**src/rtl/cmp_rr_arbiter_pkg.sv**
```systemverilog
`default_nettype none
// ============================================================================
// Module      : cmp_rr_arbiter_pkg
// Description : Shared state encodings and default sizing for the shared
//               comparator round-robin arbiter.
// Revision    : 1.0 - initial release
// ============================================================================
package cmp_rr_arbiter_pkg;

    localparam int c_DEF_N   = 10;
    localparam int c_DEF_REQ = 4;

    typedef enum logic [1:0] {
        ST_IDLE = 2'd0,
        ST_CMP  = 2'd1,
        ST_RESP = 2'd2
    } state_t;

endpackage
`default_nettype wire

```
**src/rtl/cmp_rr_arbiter_if.sv**
```systemverilog
`default_nettype none
// ============================================================================
// Module      : cmp_rr_arbiter_if
// Description : Requester-side bundle of the shared comparator arbiter.
// Revision    : 1.0 - initial release
// ============================================================================
interface cmp_rr_arbiter_if
    import cmp_rr_arbiter_pkg::*;
#(
    parameter int N   = c_DEF_N,
    parameter int REQ = c_DEF_REQ
) ();

    logic [REQ-1:0]   req;
    logic [REQ*N-1:0] a_in;
    logic [REQ*N-1:0] b_in;
    logic [REQ-1:0]   gnt;
    logic [REQ-1:0]   done;
    logic             L_T;
    logic             G_T;
    logic             E;
    logic             busy;

    modport master (
        output req, a_in, b_in,
        input  gnt, done, L_T, G_T, E, busy
    );

    modport slave (
        input  req, a_in, b_in,
        output gnt, done, L_T, G_T, E, busy
    );

endinterface
`default_nettype wire

```
**src/rtl/n_bit_magnitude_comparator.sv**
```systemverilog
`default_nettype none
// ============================================================================
// Module      : n_bit_magnitude_comparator
// Description : Unsigned N-bit magnitude comparator, purely combinational.
// Revision    : 1.0 - initial release
// ============================================================================
module n_bit_magnitude_comparator #(
    parameter int N = 10
) (
    input  wire logic [N-1:0] i_a,
    input  wire logic [N-1:0] i_b,
    output logic              o_lt,
    output logic              o_gt,
    output logic              o_eq
);

    assign o_lt = (i_a <  i_b);
    assign o_gt = (i_a >  i_b);
    assign o_eq = (i_a == i_b);

endmodule
`default_nettype wire

```
**src/rtl/cmp_rr_arbiter.sv**
```systemverilog
`default_nettype none
// ============================================================================
// Module      : cmp_rr_arbiter
// Description : Round-robin sharing of one magnitude comparator among REQ
//               requesters; IDLE -> CMP -> RESP, one compare per 3 cycles.
// Revision    : 1.0 - initial release
// ============================================================================
module cmp_rr_arbiter
    import cmp_rr_arbiter_pkg::*;
#(
    parameter int N   = c_DEF_N,
    parameter int REQ = c_DEF_REQ
) (
    input  wire logic     clk,
    input  wire logic     rst,
    cmp_rr_arbiter_if.slave bus
);

    localparam int             c_REQ_W = (REQ > 1) ? $clog2(REQ) : 1;
    localparam logic [REQ-1:0] c_ONE   = {{(REQ-1){1'b0}}, 1'b1};

    state_t               r_state, w_state_nxt;
    logic [c_REQ_W-1:0]   r_last, w_last_nxt;
    logic [N-1:0]         r_a, w_a_nxt;
    logic [N-1:0]         r_b, w_b_nxt;
    logic [REQ-1:0]       r_gnt, w_gnt_nxt;
    logic [REQ-1:0]       r_done, w_done_nxt;
    logic                 r_lt, w_lt_nxt;
    logic                 r_gt, w_gt_nxt;
    logic                 r_eq, w_eq_nxt;
    logic                 w_lt, w_gt, w_eq;
    logic [c_REQ_W-1:0]   w_win;
    logic [N-1:0]         w_a_arr [REQ];
    logic [N-1:0]         w_b_arr [REQ];

    for (genvar g = 0; g < REQ; g++) begin : g_unpack
        assign w_a_arr[g] = bus.a_in[g*N +: N];
        assign w_b_arr[g] = bus.b_in[g*N +: N];
    end

    // First set request strictly after the last winner, wrapping modulo REQ.
    function automatic logic [c_REQ_W-1:0] f_pick(
        input logic [REQ-1:0]     req_v,
        input logic [c_REQ_W-1:0] last_v
    );
        logic [c_REQ_W-1:0] sel;
        logic [c_REQ_W-1:0] cand;
        logic               found;
        sel   = last_v;
        found = 1'b0;
        for (int i = 1; i <= REQ; i++) begin
            cand = c_REQ_W'((int'(last_v) + i) % REQ);
            if (!found && req_v[cand]) begin
                sel   = cand;
                found = 1'b1;
            end
        end
        return sel;
    endfunction

    n_bit_magnitude_comparator #(.N(N)) u_cmp (
        .i_a  (r_a),
        .i_b  (r_b),
        .o_lt (w_lt),
        .o_gt (w_gt),
        .o_eq (w_eq)
    );

    always_comb begin
        w_state_nxt = r_state;
        w_last_nxt  = r_last;
        w_a_nxt     = r_a;
        w_b_nxt     = r_b;
        w_gnt_nxt   = '0;
        w_done_nxt  = '0;
        w_lt_nxt    = r_lt;
        w_gt_nxt    = r_gt;
        w_eq_nxt    = r_eq;
        w_win       = f_pick(bus.req, r_last);
        case (r_state)
            ST_IDLE: begin
                if (|bus.req) begin
                    w_a_nxt     = w_a_arr[w_win];
                    w_b_nxt     = w_b_arr[w_win];
                    w_gnt_nxt   = c_ONE << w_win;
                    w_last_nxt  = w_win;
                    w_state_nxt = ST_CMP;
                end
            end
            ST_CMP: begin
                w_lt_nxt    = w_lt;
                w_gt_nxt    = w_gt;
                w_eq_nxt    = w_eq;
                w_done_nxt  = r_gnt;
                w_state_nxt = ST_RESP;
            end
            ST_RESP: w_state_nxt = ST_IDLE;
            default: w_state_nxt = ST_IDLE;
        endcase
    end

    always_ff @(posedge clk) begin
        if (rst) begin
            r_state <= ST_IDLE;
            r_last  <= c_REQ_W'(REQ - 1);
            r_a     <= '0;
            r_b     <= '0;
            r_gnt   <= '0;
            r_done  <= '0;
            r_lt    <= 1'b0;
            r_gt    <= 1'b0;
            r_eq    <= 1'b0;
        end else begin
            r_state <= w_state_nxt;
            r_last  <= w_last_nxt;
            r_a     <= w_a_nxt;
            r_b     <= w_b_nxt;
            r_gnt   <= w_gnt_nxt;
            r_done  <= w_done_nxt;
            r_lt    <= w_lt_nxt;
            r_gt    <= w_gt_nxt;
            r_eq    <= w_eq_nxt;
        end
    end

    assign bus.gnt  = r_gnt;
    assign bus.done = r_done;
    assign bus.L_T  = r_lt;
    assign bus.G_T  = r_gt;
    assign bus.E    = r_eq;
    assign bus.busy = (r_state == ST_CMP) || (r_state == ST_RESP);

endmodule
`default_nettype wire
```
**src/flat_wrapper.sv**
```systemverilog
// flat-port wrapper written by rule: the top's interface ports become plain ports
module cmp_rr_arbiter_flat import cmp_rr_arbiter_pkg::*;
#(
    parameter int N   = c_DEF_N,
    parameter int REQ = c_DEF_REQ
)
  (clk, rst, bus_req, bus_a_in, bus_b_in, bus_gnt, bus_done, bus_L_T, bus_G_T, bus_E, bus_busy);
  cmp_rr_arbiter_if #(.N(N), .REQ(REQ)) bus_i ();
  input  wire logic clk;
  input  wire logic rst;
  input wire logic [$bits(bus_i.req)-1:0] bus_req;
  input wire logic [$bits(bus_i.a_in)-1:0] bus_a_in;
  input wire logic [$bits(bus_i.b_in)-1:0] bus_b_in;
  output wire logic [$bits(bus_i.gnt)-1:0] bus_gnt;
  output wire logic [$bits(bus_i.done)-1:0] bus_done;
  output wire logic [$bits(bus_i.L_T)-1:0] bus_L_T;
  output wire logic [$bits(bus_i.G_T)-1:0] bus_G_T;
  output wire logic [$bits(bus_i.E)-1:0] bus_E;
  output wire logic [$bits(bus_i.busy)-1:0] bus_busy;
  assign bus_i.req = bus_req;
  assign bus_i.a_in = bus_a_in;
  assign bus_i.b_in = bus_b_in;
  assign bus_gnt = bus_i.gnt;
  assign bus_done = bus_i.done;
  assign bus_L_T = bus_i.L_T;
  assign bus_G_T = bus_i.G_T;
  assign bus_E = bus_i.E;
  assign bus_busy = bus_i.busy;
  cmp_rr_arbiter #(.N(N), .REQ(REQ)) u_core (.clk(clk), .rst(rst), .bus(bus_i));
endmodule
```
**config.mk**
```make
export PLATFORM = sky130hd
export DESIGN_NAME = cmp_rr_arbiter_flat
export DESIGN_NICKNAME = d
export VERILOG_FILES = /design/src/rtl/cmp_rr_arbiter_pkg.sv /design/src/rtl/cmp_rr_arbiter_if.sv /design/src/rtl/n_bit_magnitude_comparator.sv /design/src/rtl/cmp_rr_arbiter.sv /design/src/flat_wrapper.sv
export SDC_FILE = /design/constraint.sdc
export NUM_CORES = 1
export LEC_CHECK = 0
export ABC_AREA = 1
export CAP_MARGIN = 40
export CORE_MARGIN = 2
export CORE_UTILIZATION = 40
export DETAILED_ROUTE_END_ITERATION = 6
export HOLD_SLACK_MARGIN = 0.03
export PLACE_DENSITY_LB_ADDON = 0.08
export SKIP_CTS_REPAIR_TIMING = 1
export SYNTH_ARGS = -nofsm -noshare
export SYNTH_HDL_FRONTEND = slang
export SYNTH_SLANG_ARGS = --single-unit
```
**constraint.sdc**
```tcl
create_clock -name clk -period 3 [get_ports clk]
set_input_delay 0.45 -clock clk [delete_from_list [all_inputs] [get_ports clk]]
set_output_delay 0.45 -clock clk [all_outputs]
set_load 0.02 [all_outputs]
```
==> results.cfg <==
[clocking]
cts_tree = yes
clockBufferDepth = 2
insertion_delay_ns = 0.29
cts_inserted_buffers = 5
clock_sinks = 35
clockRootBuffer = clkbuf_8
htreeDepth = 2
clkSlewWorstSetupHoldPaths_ns = 0.08

[status]
status = finished, final reports clean

[floorplan]
die-area_mm2 = 0.007187
die_h_um = 84.78
initial_utilization_pct = 41.34
core_mm2 = 0.006314
io_pins = 98
die_w_um = 84.78
rows = 29

[route]
drcViolationCount = 0
wl_per_cell_um = 13.19
initialDrtViolationCount = 202
ant_nets = 0
dr.pass1.iters = 4
wl_um = 7719
vias = 2938
via_per_inst = 5.022

[flow_run]
drv_cap = 0

[sta]
max-slew-margin-rel_pct = 48.95
tightestPinTransition_ns = 0.7648
fin_tns_setup_ns = 0
rsz0062_at_grt = false
clock.fmax_ghz = 0.4108
layout_min_cycle_time_ns = 2.435
skew_ns = 0.009799
drv_slew = 0
final_hold_viol_count = 0
setup_violations = 0
period_share_pct = 81.15

[worst_setup_path]
crit_arrival_ns = 2.65
timing.rr.start = u_core.r_last[0]$_SDFFE_PP1N_
crit_path_start = u_core.r_last[0]$_SDFFE_PP1N_
startpoint_type = flop
r2r-end = u_core.bus.gnt[0]$_SDFF_PP0_
required_ns = 3.22
cp-endpoint = u_core.bus.gnt[0]$_SDFF_PP0_
ff2ff_path_depth = 12
critPathKind = reg -> reg
reg2reg_slack_ns = 0.57
crit_path_max_fanout = 21
crit_path_end_kind = flop

[synth]
syn_nets = 520
yosysTopAreaCell = dfxtp_1
syn_area_per_cell_um2 = 6.214
yosys_warnings = 0
synth_cell_type_count = 26
synth_commonest_cells = nand2_1 (140), nand3_1 (88), inv_1 (46)
synth_cells = 420
ys_ff_latch = 35
syn_area_mm2 = 0.002610
synth_edf_count = 0
ys_top_cells_by_area = dfxtp_1 (27%), nand2_1 (20%), nand3_1 (17%), ha_1 (6.7%), inv_1 (6.6%)
synthFlopType = dfxtp_1
ys_async_sr_fraction_pct = 0
yosysMostFrequentCell = nand2_1
ys_seq_area_share_pct = 26.85
yosys.area.top_type_share_pct = 26.85

[hold_path]
min_path_type = reg -> reg

[placed_design]
placed_cell_area_mm2 = 0.003583
gp_congestion = 0.8557
port_buffers = 97
placed_cells = 577
hpwl_um = 5777

[grt]
grtUsageMet1_pct = 27.94
grt_max_degree = 26
grtUsageMet3_pct = 4.916
grt_pass1_vias = 2769
met2_usage_pct = 36.01
gr-total-overflow = 0
groute.usage.overall_pct = 21.70
grt_pass1_wl_um = 12600
antenna_found_initial = 0
top_usage_layer = met2

[pwr]
ir_worst_vdd_uv = 554.7
power.density_mw_per_mm2 = 1126
p_leak_uw = 0.001781

[final_layout]
n_fill_cell = 636
diodes = 0
final_area_mm2 = 0.003696
drive_gt1_share_pct = 6.890
syn2layout_area_growth_pct = 41.61
instances_no_fill = 585
layout.nets = 607
cells by family after synthesis:
family	Yosys count	share of synthesized area [%]
DFF	35	26.85
buffers and inverters	74	12.66
and+or+nand+nor	279	50.05
adders and majority gates	14	6.711
AOI/OAI and AO/OA	18	3.739
cell usage in the layout (no fill, tap or decap), drive strengths merged:
master	instances
o21ai	5
inv	51
o211ai	1
clkdlybuf4s50	97
nor4	1
clkbuf	5
nand3b	20
nand4	2
bufinv	1
a211oi	1
nor3	2
ha	14
buf	6
nand2	151
dfxtp	35
nand3	91
clkinv	2
a21oi	10
nor2	12
a22oi	1
metrics by stage:
stage | setup slack, ns | hold slack (ns) | utilization (%) | power [µW]
global route | 0.3567 | 0.4485 | 58.54 | 4640
floorplan | 1.384 | 0.4261 | - | 3151
finish | 0.5655 | 0.4270 | 58.54 | 4162
CTS | 0.5823 | 0.4289 | 58.54 | 4174
detailed placement | 0.2770 | 0.4180 | 56.76 | 3728
global placement | 0.2866 | 0.4154 | 56.76 | 3692
cell type report:
class,count,area [µm²],share of cell area (%)
Multi-Input combinational cell,311,1579,42.72
Timing Repair Buffer,103,1016,27.49
Sequential cell,35,700.7,18.96
Inverter,51,191.4,5.179
Tap cell,77,96.34,2.607
Clock buffer,5,68.82,1.862
Clock inverter,3,43.79,1.185
per-layer routing:
layer | up-vias | wire (µm)
li1 | 1514 | -
met1 | 1314 | 3506
met2 | 102 | 3557
met3 | 8 | 543
met4 | 0 | 112
met5 | - | 0
critical path: stages, from the launching register on:
cell and delay (ns):
dfxtp_1 0.60, inv_2 0.19, nand2_1 0.12, nand2_2 0.07, nand2_2 0.10, nand2_4 0.07
inv_2 0.08, nand2_1 0.07, nand2_2 0.24, nand2_2 0.35, inv_2 0.17, nand2_1 0.11
nor2_1 0.16
power breakdown:
| group | switching, µW | internal [µW] | leakage [µW] | total (µW) |
|---|---|---|---|---|
| clock | 184 | 247 | 0.0000581 | 431 |
| combinational | 1970 | 1040 | 0.00143 | 3010 |
| sequential | 104 | 620 | 0.000289 | 724 |
worst min path at each step:
stage | slack [ns] | to | startpoint | cells past startpoint
after floorplan | 0.43 | u_core.r_a[0]$_SDFFE_PP0N_ | u_core.r_a[0]$_SDFFE_PP0N_ | 2
after global placement | 0.42 | u_core.bus.done[2]$_SDFF_PP0_ | u_core.bus.gnt[2]$_SDFF_PP0_ | 2
after detailed placement | 0.42 | u_core.bus.done[2]$_SDFF_PP0_ | u_core.bus.gnt[2]$_SDFF_PP0_ | 2
after CTS | 0.43 | u_core.bus.done[2]$_SDFF_PP0_ | u_core.bus.gnt[2]$_SDFF_PP0_ | 2
after global routing | 0.45 | u_core.bus.done[1]$_SDFF_PP0_ | u_core.bus.gnt[1]$_SDFF_PP0_ | 2
final | 0.43 | u_core.bus.done[1]$_SDFF_PP0_ | u_core.bus.gnt[1]$_SDFF_PP0_ | 2
sequential cells by signal, summed over array words and instances (netlist names):
signal           flops
u_core.r_a          10
u_core.r_b          10
u_core.bus.gnt       4
u_core.bus.G_T       1
u_core.bus.E         1
u_core.r_state       2
u_core.bus.L_T       1
u_core.r_last        2
u_core.bus.done      4
(Power assumes the default switching activity.)
